`src/rtl/byte_demux2_pkg.sv`:
```
// byte_demux2_pkg -- shared constants and types for the 1-to-2 byte demux.
//
//   WIDTH    default data width of the routed stream
//   STATS_W  width of the optional per-channel delivery counters
//   ch_e     channel selector encoding used to decode in_sel
package byte_demux2_pkg;

  localparam int WIDTH   = 8;
  localparam int STATS_W = 16;

  typedef enum logic {
    CH0 = 1'b0,
    CH1 = 1'b1
  } ch_e;

endpackage : byte_demux2_pkg

```
`src/rtl/byte_demux2_sync_fifo.sv`:
```
// sync_fifo -- single-clock FIFO with registered storage, one per demux channel.
//
// Ports:
//   clk        rising-edge clock
//   rst        synchronous active-high reset; empties the FIFO and zeroes storage
//   push       write push_data this cycle (ignored while full)
//   push_data  WIDTH-bit byte to store
//   pop        remove the head entry this cycle (ignored while empty)
//   full       no free entry; registered-pointer comparison only
//   empty      no stored entry; registered-pointer comparison only
//   head_data  oldest stored entry, muxed straight from the storage registers
//
// Pointers carry one extra MSB so that DEPTH entries can be told apart from
// zero entries: equal pointers mean empty, pointers differing only in the MSB
// mean full. Both wrap naturally modulo 2*DEPTH.
module sync_fifo #(
  parameter int WIDTH = 8,
  parameter int DEPTH = 2
) (
  input  logic             clk,
  input  logic             rst,
  input  logic             push,
  input  logic [WIDTH-1:0] push_data,
  input  logic             pop,
  output logic             full,
  output logic             empty,
  output logic [WIDTH-1:0] head_data
);

  localparam int AW = $clog2(DEPTH);

  logic [AW:0]      wr_ptr_reg;
  logic [AW:0]      wr_ptr_next;
  logic [AW:0]      rd_ptr_reg;
  logic [AW:0]      rd_ptr_next;
  logic [WIDTH-1:0] mem_reg [DEPTH];
  logic             push_en;
  logic             pop_en;

  assign empty = (wr_ptr_reg == rd_ptr_reg);
  assign full  = (wr_ptr_reg[AW] != rd_ptr_reg[AW]) &&
                 (wr_ptr_reg[AW-1:0] == rd_ptr_reg[AW-1:0]);

  // A push is refused while full even if a pop happens in the same cycle,
  // so a full channel never accepts a push-through.
  assign push_en = push & ~full;
  assign pop_en  = pop & ~empty;

  always_comb begin
    wr_ptr_next = wr_ptr_reg;
    rd_ptr_next = rd_ptr_reg;
    if (push_en) begin
      wr_ptr_next = wr_ptr_reg + 1'b1;
    end
    if (pop_en) begin
      rd_ptr_next = rd_ptr_reg + 1'b1;
    end
  end

  always_ff @(posedge clk) begin
    if (rst) begin
      wr_ptr_reg <= '0;
      rd_ptr_reg <= '0;
    end else begin
      wr_ptr_reg <= wr_ptr_next;
      rd_ptr_reg <= rd_ptr_next;
    end
  end

  // Storage is cleared on reset so the head byte reads as zero afterwards.
  always_ff @(posedge clk) begin
    if (rst) begin
      for (int i = 0; i < DEPTH; i++) begin
        mem_reg[i] <= '0;
      end
    end else if (push_en) begin
      mem_reg[wr_ptr_reg[AW-1:0]] <= push_data;
    end
  end

  assign head_data = mem_reg[rd_ptr_reg[AW-1:0]];

endmodule : sync_fifo

```
`src/rtl/byte_demux2.sv`:
```
// byte_demux2 -- buffered 1-to-2 byte demultiplexer with valid/ready handshakes.
//
// Each input byte is steered by in_sel into one of two independent FIFOs.
// The producer only stalls when the addressed channel is full; the other
// channel never blocks it.
//
// Ports:
//   clk, rst                 clock and synchronous active-high reset
//   in_valid/in_ready        producer handshake; in_ready = channel in_sel not full
//   in_data, in_sel          byte to route and its target channel (0 or 1)
//   out0_valid/out0_ready    channel 0 consumer handshake
//   out0_data                channel 0 head byte
//   out1_valid/out1_ready    channel 1 consumer handshake
//   out1_data                channel 1 head byte
//   cnt0, cnt1               per-channel delivered-byte counters (16-bit,
//                            wrapping); only with BYTE_DEMUX2_STATS_EN defined
//
// Optional feature macro: BYTE_DEMUX2_STATS_EN
module byte_demux2 #(
  parameter int WIDTH = byte_demux2_pkg::WIDTH,
  parameter int DEPTH = 2
) (
  input  logic             clk,
  input  logic             rst,
  input  logic             in_valid,
  output logic             in_ready,
  input  logic [WIDTH-1:0] in_data,
  input  logic             in_sel,
  output logic             out0_valid,
  input  logic             out0_ready,
  output logic [WIDTH-1:0] out0_data,
  output logic             out1_valid,
  input  logic             out1_ready,
  output logic [WIDTH-1:0] out1_data
`ifdef BYTE_DEMUX2_STATS_EN
  ,
  output logic [byte_demux2_pkg::STATS_W-1:0] cnt0,
  output logic [byte_demux2_pkg::STATS_W-1:0] cnt1
`endif
);

  import byte_demux2_pkg::*;

  ch_e              sel_ch;
  logic [1:0]       sel_onehot;
  logic [1:0]       full_w;
  logic [1:0]       empty_w;
  logic [1:0]       push_w;
  logic [1:0]       pop_w;
  logic [1:0]       out_ready_w;
  logic [WIDTH-1:0] head_w [2];

  assign sel_ch = ch_e'(in_sel);

  always_comb begin
    sel_onehot = 2'b00;
    case (sel_ch)
      CH0:     sel_onehot = 2'b01;
      CH1:     sel_onehot = 2'b10;
      default: sel_onehot = 2'b00;
    endcase
  end

  // Ready looks only at the selected channel's registered full flag, so there
  // is no combinational path from any consumer ready to in_ready.
  assign in_ready    = |(sel_onehot & ~full_w);
  assign out_ready_w = {out1_ready, out0_ready};

  genvar gi;
  generate
    for (gi = 0; gi < 2; gi++) begin : g_ch
      assign push_w[gi] = in_valid & sel_onehot[gi] & ~full_w[gi];
      assign pop_w[gi]  = out_ready_w[gi] & ~empty_w[gi];

      sync_fifo #(
        .WIDTH (WIDTH),
        .DEPTH (DEPTH)
      ) u_fifo (
        .clk       (clk),
        .rst       (rst),
        .push      (push_w[gi]),
        .push_data (in_data),
        .pop       (pop_w[gi]),
        .full      (full_w[gi]),
        .empty     (empty_w[gi]),
        .head_data (head_w[gi])
      );
    end
  endgenerate

  assign out0_valid = ~empty_w[0];
  assign out1_valid = ~empty_w[1];
  assign out0_data  = head_w[0];
  assign out1_data  = head_w[1];

`ifdef BYTE_DEMUX2_STATS_EN
  logic [STATS_W-1:0] cnt_reg  [2];
  logic [STATS_W-1:0] cnt_next [2];

  generate
    for (gi = 0; gi < 2; gi++) begin : g_cnt
      // Counts completed pops; the 16-bit add wraps 0xFFFF -> 0x0000.
      always_comb begin
        cnt_next[gi] = cnt_reg[gi];
        if (pop_w[gi]) begin
          cnt_next[gi] = cnt_reg[gi] + 1'b1;
        end
      end

      always_ff @(posedge clk) begin
        if (rst) begin
          cnt_reg[gi] <= '0;
        end else begin
          cnt_reg[gi] <= cnt_next[gi];
        end
      end
    end
  endgenerate

  assign cnt0 = cnt_reg[0];
  assign cnt1 = cnt_reg[1];
`endif

endmodule : byte_demux2

```
`config.mk`:
```
export PLATFORM = sky130hd
export DESIGN_NAME = byte_demux2
export DESIGN_NICKNAME = d
export VERILOG_FILES = /design/src/rtl/byte_demux2_pkg.sv /design/src/rtl/byte_demux2_sync_fifo.sv /design/src/rtl/byte_demux2.sv
export SDC_FILE = /design/constraint.sdc
export NUM_CORES = 1
export LEC_CHECK = 0
export BUFFER_PORTS_ARGS = -buffer_cell sky130_fd_sc_hd__buf_4
export CORE_ASPECT_RATIO = 1.75
export CORE_MARGIN = 3
export CORE_UTILIZATION = 35
export CTS_BUF_LIST = sky130_fd_sc_hd__clkbuf_8
export CTS_CLUSTER_SIZE = 24
export DETAILED_ROUTE_END_ITERATION = 7
export HOLD_SLACK_MARGIN = 0.03
export PLACE_DENSITY_LB_ADDON = 0.3
export SLEW_MARGIN = 25
export SYNTH_ARGS = -nofsm -noshare
export SYNTH_HDL_FRONTEND = slang
export SYNTH_SLANG_ARGS = --single-unit
export TNS_END_PERCENT = 50
```
`constraint.sdc`:
```
create_clock -name clk -period 2.5 [get_ports clk]
set_input_delay 0.125 -clock clk [delete_from_list [all_inputs] [get_ports clk]]
set_output_delay 0.125 -clock clk [all_outputs]
set_load 0.01 [all_outputs]
```
==> flow_summary.yaml, run 1 <==
synth:
  yosys-top-cells-area: "edfxtp_1 49%, dfxtp_1 10%, mux2_2 9.7%"
  synth_seq_area_share_pct: 58.7
  yosysWarningCount: 0
  yosys_most_used_dff: "edfxtp_1"
  avgSynthCellArea_sq_um: 12.8
  synth_cells: 155
  synthArstFlopShare_pct: 0
  synth_seq_cells: 42
  syn_nets: 169
  synth-edff-count: 32
  yosysTopAreaCellShare_pct: 48.6
  synth_cell_types: 33
  synth_area_leader_cell: "edfxtp_1"
  syn_area_sq_mm: 0.00198
global_route:
  use_met3_pct: 1.92
  grt_antenna_before_repair: 0
  grt_util_all_layers_pct: 12.4
  grt_max_degree: 19
  grt_overflow: 0
  grt_pass1_wl_microns: 6300
  grt_pass1_vias: 1332
  met2_usage_pct: 22.5
  gr-usage-met1_pct: 13.6
  top_usage_layer: "met2"
routing:
  firstDrtPassIters: 5
  route.detailed.drc: 0
  antenna_left: 0
  first_iter_violations: 23
  routed_wl_microns: 3810
  vias: 1252
  via_per_inst: 4.74
  wire_per_inst_microns: 14.4
sta:
  fmax_mhz: 644
  period_minus_slack_ps: 1550
  clock_skew_ps: 5.62
  finalSetupViolations: 0
  finalHoldViolCount: 0
  slew_viol_final: 0
  slew_headroom_pct: 71.6
  rsz0062_at_grt: "no"
  finalSetupTns_ps: 0
  worst_pin_slew_ps: 426
  period_share_pct: 62.1
  whs_ps: 149
cts:
  cts_setup_buffers: 0
  cts_buffer_depth: 2
  ctsHtreeMaxLevel: 2
  clk_pin_slew_worst_paths_ps: 80
  cts_root_buf: "clkbuf_8"
  cts_hold_buf: 0
  cts_tree: "done"
  cts_resized: 0
  cts_sinks: 42
  cts_made_buffers: 5
  clk_latency_ps: 290
placed_design:
  numPortBuffers: 32
  dpl.hpwl_microns: 2900
  gp_congestion: 0.867
  dp.cells: 256
worst_setup_path:
  reg2reg_slack_ps: 980
  crit_type: "flop to output pin"
  cp.arrival_ps: 1430
  crit_path_end: "in_ready"
  rr_startpoint: "g_ch[0].u_fifo.wr_ptr_reg[1]$_SDFFE_PP0P_"
  worst_setup_path_end_kind: "output pin"
  cp-start-kind: "flop"
  worstSetupStartpoint: "g_ch[0].u_fifo.rd_ptr_reg[0]$_SDFFE_PP0P_"
  rr_endpoint: "g_ch[0].u_fifo.mem_reg[0][2]$_SDFFCE_PN0P_"
  worstPathMaxFanout: 8
  cp.required_ps: 2380
  reg2reg_depth: 4
final_layout:
  drive_above_1_share_pct: 35.3
  stdcell_count: 264
  diodes: 0
  layout_common_cells: "34 x buf_4, 32 x edfxtp_1, 24 x and2_1"
  final_common_cell: "buf_4"
  fillCellCount: 517
  utilization_pct: 44.2
  area_delta_synth_final_pct: 20.4
  num-nets-final: 203
  multi_input_area_sq_um: 774
  largest_reg_flops: 32
  seqCellArea_sq_mm: 0.00116
power_and_ir_drop:
  totalPowerFinal_uw: 1440
  ir_worst_vdd_mv: 0.287
  p_leak_uw: 0.000951
  p_per_area_mw_per_mm2: 605
status:
  status: "finished clean"
run:
  maxCapViolCount: 0
die:
  die_area_sq_mm: 0.00662
  core_sq_mm: 0.00539
  io_pins: 33
  rows: 35
  die_y_microns: 105
  initial_core_util_pct: 36.7
  die_w_microns: 62.8
hold_path:
  hp-class: "input pin to flop"
-- per-layer routing --
metal / wire (microns) / part of all wire, % / vias to the layer above
met4: 55 / 1.4 / 0
met2: 2140 / 56 / 26
met1: 1500 / 39 / 596
met3: 109 / 2.9 / 4
li1: - / - / 626
met5: 0 / 0 / -
-- synth_stat cells (2+ instances only) --
cell type,number
and2_1,24
or2_2,2
nand2b_1,2
buf_2,2
a211oi_1,2
a21oi_2,2
a211oi_2,2
a21oi_1,2
nor2b_1,3
mux2_2,17
inv_1,3
nand3_1,4
clkbuf_1,4
nand2_1,6
xnor2_1,4
nor2_1,4
a31oi_1,4
and3_1,8
edfxtp_1,32
o21ai_0,3
dfxtp_1,10
nand3b_1,3
xor2_2,2
-- per-stage QoR --
step / setup WS [ps] / area, sq um
after floorplan: 735 / 1980
after global placement: 990 / 2290
after detailed placement: 985 / 2290
after CTS: 927 / 2380
after global routing: 846 / 2380
final: 948 / 2380
-- report_power, final --
part	internal [uW]	switching [uW]	leakage, uW	total (uW)
Clock	191	227	0.0000416	418
Combinational	105	96.7	0.000492	201
Sequential	792	28.6	0.000417	821
Total	1090	352	0.000951	1440
-- layout make-up --
type	count	area share, %
Sequential cell	42	48.8
Clock buffer	5	2.89
Tap cell	74	3.89
Timing Repair Buffer	34	10.7
Clock inverter	3	0.683
Multi-Input combinational cell	103	32.5
Inverter	3	0.473
-- worst min-delay path by stage --
stage	from	to	slack (ps)	cells past startpoint
global route	in_data[7]	g_ch[0].u_fifo.mem_reg[0][7]$_SDFFCE_PN0P_	140	2
CTS	rst	g_ch[1].u_fifo.rd_ptr_reg[1]$_SDFFE_PP0P_	130	2
detailed placement	rst	g_ch[1].u_fifo.rd_ptr_reg[1]$_SDFFE_PP0P_	450	2
global placement	rst	g_ch[1].u_fifo.rd_ptr_reg[1]$_SDFFE_PP0P_	440	2
finish	rst	g_ch[1].u_fifo.rd_ptr_reg[1]$_SDFFE_PP0P_	150	2
floorplan	out0_ready	g_ch[0].u_fifo.rd_ptr_reg[1]$_SDFFE_PP0P_	300	2
-- worst max-delay path, stage by stage (launching register included) --
cell	delay [ps]
dfxtp_1	490
xnor2_1	230
nand2_1	120
o21a_1	180
buf_4	140
-- logic make-up (layout without fill, tap and decap cells) --
group           count (synthesis)  in the layout  share of synthesized area (%)
compound gates                 20             20                           7.72
xor+xnor                        6              6                           3.42
buf+inv                        10             45                           2.09
flops                          42             42                           58.7
mux                            19             19                           10.9
simple gates                   58             58                           17.1
Note: power is estimated with default switching activity, not from simulation.
==> inputs of run 2 (changes only) <==
==> constraint.sdc (replaced) <==
create_clock -name clk -period 1.44 [get_ports clk]
set_input_delay 0.072 -clock clk [delete_from_list [all_inputs] [get_ports clk]]
set_output_delay 0.072 -clock clk [all_outputs]
set_load 0.01 [all_outputs]
==> flow_summary.yaml, run 2 (same netlist as run 1, synthesis figures left out) <==
status:
  status: "finished clean"
routing:
  firstDrtPassIters: 4
  first_iter_violations: 27
  antenna_left: 0
  wire_per_inst_microns: 14.3
  routed_wl_microns: 3970
  route.detailed.drc: 0
  vias: 1323
  via_per_inst: 4.76
global_route:
  grt_pass1_wl_microns: 6310
  grt_antenna_before_repair: 0
  grt_pass1_vias: 1314
  grt_max_degree: 19
  grt_util_all_layers_pct: 12.5
  grt_overflow: 0
final_layout:
  area_delta_synth_final_pct: 30.4
  utilization_pct: 47.9
  fillCellCount: 516
  layout_common_cells: "45 x buf_4, 32 x edfxtp_1, 24 x and2_1"
  drive_above_1_share_pct: 46.1
  multi_input_area_sq_um: 831
  largest_reg_flops: 32
  diodes: 0
  num-nets-final: 217
  final_area_sq_mm: 0.00258
  final_common_cell: "buf_4"
  seqCellArea_sq_mm: 0.00118
hold_path:
  whs_endpoint: "g_ch[1].u_fifo.rd_ptr_reg[1]$_SDFFE_PP0P_"
  hp-start: "rst"
  hold_depth: 2
  hp-class: "input pin to flop"
sta:
  period_minus_slack_ps: 1400
  fmax_mhz: 716
  finalHoldViolCount: 0
  whs_ps: 87.4
  finalSetupViolations: 0
  slew_viol_final: 0
  fin_ws_ps: 43.2
  clock_skew_ps: 2.69
  worst_pin_slew_ps: 364
  slew_headroom_pct: 75.6
  rsz0062_at_grt: "yes"
  period_share_pct: 97.0
worst_setup_path:
  worstSetupStartpoint: "g_ch[0].u_fifo.wr_ptr_reg[1]$_SDFFE_PP0P_"
  rr_endpoint: "g_ch[0].u_fifo.mem_reg[1][1]$_SDFFCE_PN0P_"
  cp-start-kind: "flop"
  cp.required_ps: 1370
  reg2reg_depth: 5
  worstPathMaxFanout: 5
  worst_setup_path_end_kind: "output pin"
  reg2reg_slack_ps: 100
  crit_type: "flop to output pin"
  cp.arrival_ps: 1320
  rr_startpoint: "g_ch[0].u_fifo.wr_ptr_reg[1]$_SDFFE_PP0P_"
die:
  die_w_microns: 62.8
  core_sq_mm: 0.00539
  die_area_sq_mm: 0.00662
  initial_core_util_pct: 36.7
  io_pins: 33
  rows: 35
  die_y_microns: 105
power_and_ir_drop:
  totalPowerFinal_uw: 2590
  ir_worst_vdd_mv: 0.468
  p_per_area_mw_per_mm2: 1000
  p_leak_uw: 0.00105
cts:
  cts_buffer_depth: 2
  cts_tree: "done"
  cts_root_buf: "clkbuf_8"
  cts_made_buffers: 5
  clk_latency_ps: 280
  clk_pin_slew_worst_paths_ps: 70
  ctsHtreeMaxLevel: 2
  cts_sinks: 42
placed_design:
  placed_area_sq_mm: 0.00239
  dpl.hpwl_microns: 2960
  place_ws_ps: 28.5
  numPortBuffers: 32
  gp_congestion: 0.850
run:
  maxCapViolCount: 0
==> run 2: repair_timing <==
action                     CTS  global route
resized for setup           11            12
buffers inserted             0             2
setup endpoints to repair   17            17
pin swaps                    0             3
hold buffers                 0             0
==> run 2: power breakdown <==
part	switching, uW	internal [uW]	total (uW)
combinational	184	227	411
sequential	50.4	1370	1420
clock	375	377	753
==> run 2: worst max-delay path by stage <==
stage	slack, ps	endpoint
6_report	40	in_ready
5_1_grt	-20	in_ready
4_1_cts	-20	in_ready
3_5_place_dp	30	g_ch[1].u_fifo.mem_reg[1][1]$_SDFFCE_PN0P_
3_3_place_gp	50	g_ch[1].u_fifo.mem_reg[1][0]$_SDFFCE_PN0P_
2_1_floorplan	-110	g_ch[0].u_fifo.mem_reg[0][0]$_SDFFCE_PN0P_
==> run 2: cell type report <==
cell class / count / share of cell area, %
Multi-Input combinational cell: 103 / 32.2
Tap cell: 74 / 3.59
Inverter: 3 / 0.437
Clock buffer: 6 / 3.20
Timing Repair Buffer: 48 / 14.4
Sequential cell: 42 / 45.9
Clock inverter: 2 / 0.291
==> run 2: critical path, stage by stage (launching register included) <==
cell and delay, ps:
dfxtp_4 400, xor2_4 200, buf_6 120, nand2_1 40, o21a_1 170, buf_6 120
==> run 2: per-stage QoR <==
step                      setup TNS [ps]  cells
after floorplan                     -864    155
final                                  0    278
after global placement                 0    268
after detailed placement               0    268
after global routing               -17.3    278
after CTS                          -20.7    276
==> run 2: per-layer routing <==
layer  GRT usage, %  wire, microns
met1           13.0           1490
met2           24.3           2280
met3           2.24            152
met4           4.74             47
met5              0              0
==> inputs of run 3 (changes only) <==
--- a/config.mk
+++ b/config.mk
@@ -14,6 +14,7 @@
 export DETAILED_ROUTE_END_ITERATION = 7
 export HOLD_SLACK_MARGIN = 0.03
 export PLACE_DENSITY_LB_ADDON = 0.3
+export SETUP_SLACK_MARGIN = 0.5
 export SLEW_MARGIN = 25
 export SYNTH_ARGS = -nofsm -noshare
 export SYNTH_HDL_FRONTEND = slang
==> flow_summary.yaml, run 3 (same netlist as run 1, synthesis figures left out) <==
worst_setup_path:
  cp.required_ps: 1370
  timing.critical_path.slowest_cell_delay_ps: 420
  crit_path_frequent_cell: "buf_6"
  reg2reg_slack_ps: 50
  worst-path-stages: 5
  cp_slowest_cell: "dfxtp_4"
  reg2reg_depth: 5
  rr_endpoint: "g_ch[1].u_fifo.mem_reg[1][3]$_SDFFCE_PN0P_"
  crit_type: "flop to output pin"
  rr_startpoint: "g_ch[1].u_fifo.rd_ptr_reg[1]$_SDFFE_PP0P_"
  crit_path_end: "in_ready"
  cp.arrival_ps: 1350
  worst_setup_path_end_kind: "output pin"
  crit_family: "flip-flops"
  cp-start-kind: "flop"
  crit_buf_inv: 2
  worstPathMaxFanout: 4
  worstPathCellList: "xor2_4 > buf_6 > nand3_2 > o21a_1 > buf_6"
  worstSetupStartpoint: "g_ch[1].u_fifo.rd_ptr_reg[1]$_SDFFE_PP0P_"
placed_design:
  dp.cells: 258
  numPortBuffers: 32
  dpl.hpwl_microns: 3070
  place_ws_ps: -64.5
  gp_congestion: 0.873
cts:
  clk_pin_slew_worst_paths_ps: 80
  cts_buffer_depth: 2
  clk_latency_ps: 290
  cts_hold_buf: 0
  ctsHtreeMaxLevel: 2
  cts_sinks: 42
  cts_tree: "done"
  cts_made_buffers: 5
  cts_root_buf: "clkbuf_8"
sta:
  slew_headroom_pct: 71.3
  slew_viol_final: 0
  period_minus_slack_ps: 1420
  whs_ps: 92.5
  fin_ws_ps: 16.8
  finalSetupViolations: 0
  fmax_mhz: 703
  rsz0062_at_grt: "yes"
  finalHoldViolCount: 0
  period_share_pct: 98.8
  worst_pin_slew_ps: 429
  clock_skew_ps: 7.00
routing:
  route.detailed.drc: 0
  vias: 1351
  firstDrtPassIters: 4
  wire_per_inst_microns: 16.0
  routed_wl_microns: 4450
  first_iter_violations: 46
  antenna_left: 0
  via_per_inst: 4.84
final_layout:
  num-nets-final: 218
  diodes: 0
  largest_reg_flops: 32
  stdcell_count: 279
  layout_common_cells: "32 x edfxtp_1, 28 x buf_6, 21 x buf_4"
  utilization_pct: 53.1
  final_common_cell: "edfxtp_1"
  area_delta_synth_final_pct: 44.7
  fillCellCount: 444
  drive_above_1_share_pct: 54.1
global_route:
  grt_pass1_vias: 1496
  grt_overflow: 0
  grt_antenna_before_repair: 0
  grt_max_degree: 19
  grt_pass1_wl_microns: 7180
  grt_util_all_layers_pct: 14.0
power_and_ir_drop:
  p_leak_uw: 0.00115
  p_per_area_mw_per_mm2: 936
  ir_worst_vdd_mv: 0.484
die:
  core_sq_mm: 0.00539
  die_area_sq_mm: 0.00662
  initial_core_util_pct: 36.7
  io_pins: 33
  rows: 35
  die_w_microns: 62.8
  die_y_microns: 105
status:
  status: "finished clean"
hold_path:
  hp-class: "input pin to flop"
run:
  maxCapViolCount: 0
[run 3: worst reg2reg max path: stages, from the launching register on]
cell and delay, ps:
dfxtp_4 420, xor2_4 210, buf_4 140, a211oi_2 60, buf_4 170, and2_1 160
[run 3: worst min path at each step]
stage               depth (start not counted)                                    endpoint  slack (ps)  startpoint
finish                                      2  g_ch[0].u_fifo.mem_reg[1][3]$_SDFFCE_PN0P_          90  in_data[3]
global route                                3   g_ch[0].u_fifo.rd_ptr_reg[1]$_SDFFE_PP0P_         100  out0_ready
CTS                                         3   g_ch[0].u_fifo.rd_ptr_reg[1]$_SDFFE_PP0P_          90  out0_ready
detailed placement                          3   g_ch[0].u_fifo.rd_ptr_reg[1]$_SDFFE_PP0P_         390  out0_ready
global placement                            2   g_ch[1].u_fifo.rd_ptr_reg[1]$_SDFFE_PP0P_         380         rst
floorplan                                   2   g_ch[0].u_fifo.rd_ptr_reg[1]$_SDFFE_PP0P_         230  out0_ready
[run 3: layout make-up]
cell class	count	area (sq um)	share of cell area, %
Clock inverter	3	12.5	0.437
Timing Repair Buffer	49	473	16.5
Clock buffer	5	68.8	2.41
Multi-Input combinational cell	103	1010	35.3
Sequential cell	42	1190	41.7
Tap cell	74	92.6	3.24
Inverter	3	11.3	0.394
[run 3: per-layer routing]
layer | vias to the layer above | GRT usage [%] | share of wire, %
met3 | 7 | 2.24 | 3.6
met1 | 651 | 14.1 | 36
met5 | - | 0 | 0
li1 | 657 | - | -
met4 | 0 | 8.53 | 3.0
met2 | 36 | 26.3 | 57
[run 3: timing repair]
| item | CTS | global route |
|---|---|---|
| setup buffers | 10 | 3 |
| gates resized for setup | 52 | 24 |
| pin swaps | 9 | 25 |
| endpoints found under the setup margin | 93 | 92 |
[run 3: through the flow]
step                TNS, ps  instance area (sq um)  total power (uW)
CTS                       0                   2740              2640
floorplan                 0                   2060              1660
global placement          0                   2390              1820
detailed placement     -627                   2390              1840
finish                    0                   2860              2680
global route          -60.1                   2860              2780
[run 3: power breakdown]
| group | internal, uW | switching (uW) | leakage [uW] | total, uW |
|---|---|---|---|---|
| Sequential | 1370 | 61.2 | 0.000423 | 1430 |
| Clock | 326 | 376 | 0.0000468 | 702 |
| Combinational | 317 | 225 | 0.000680 | 542 |
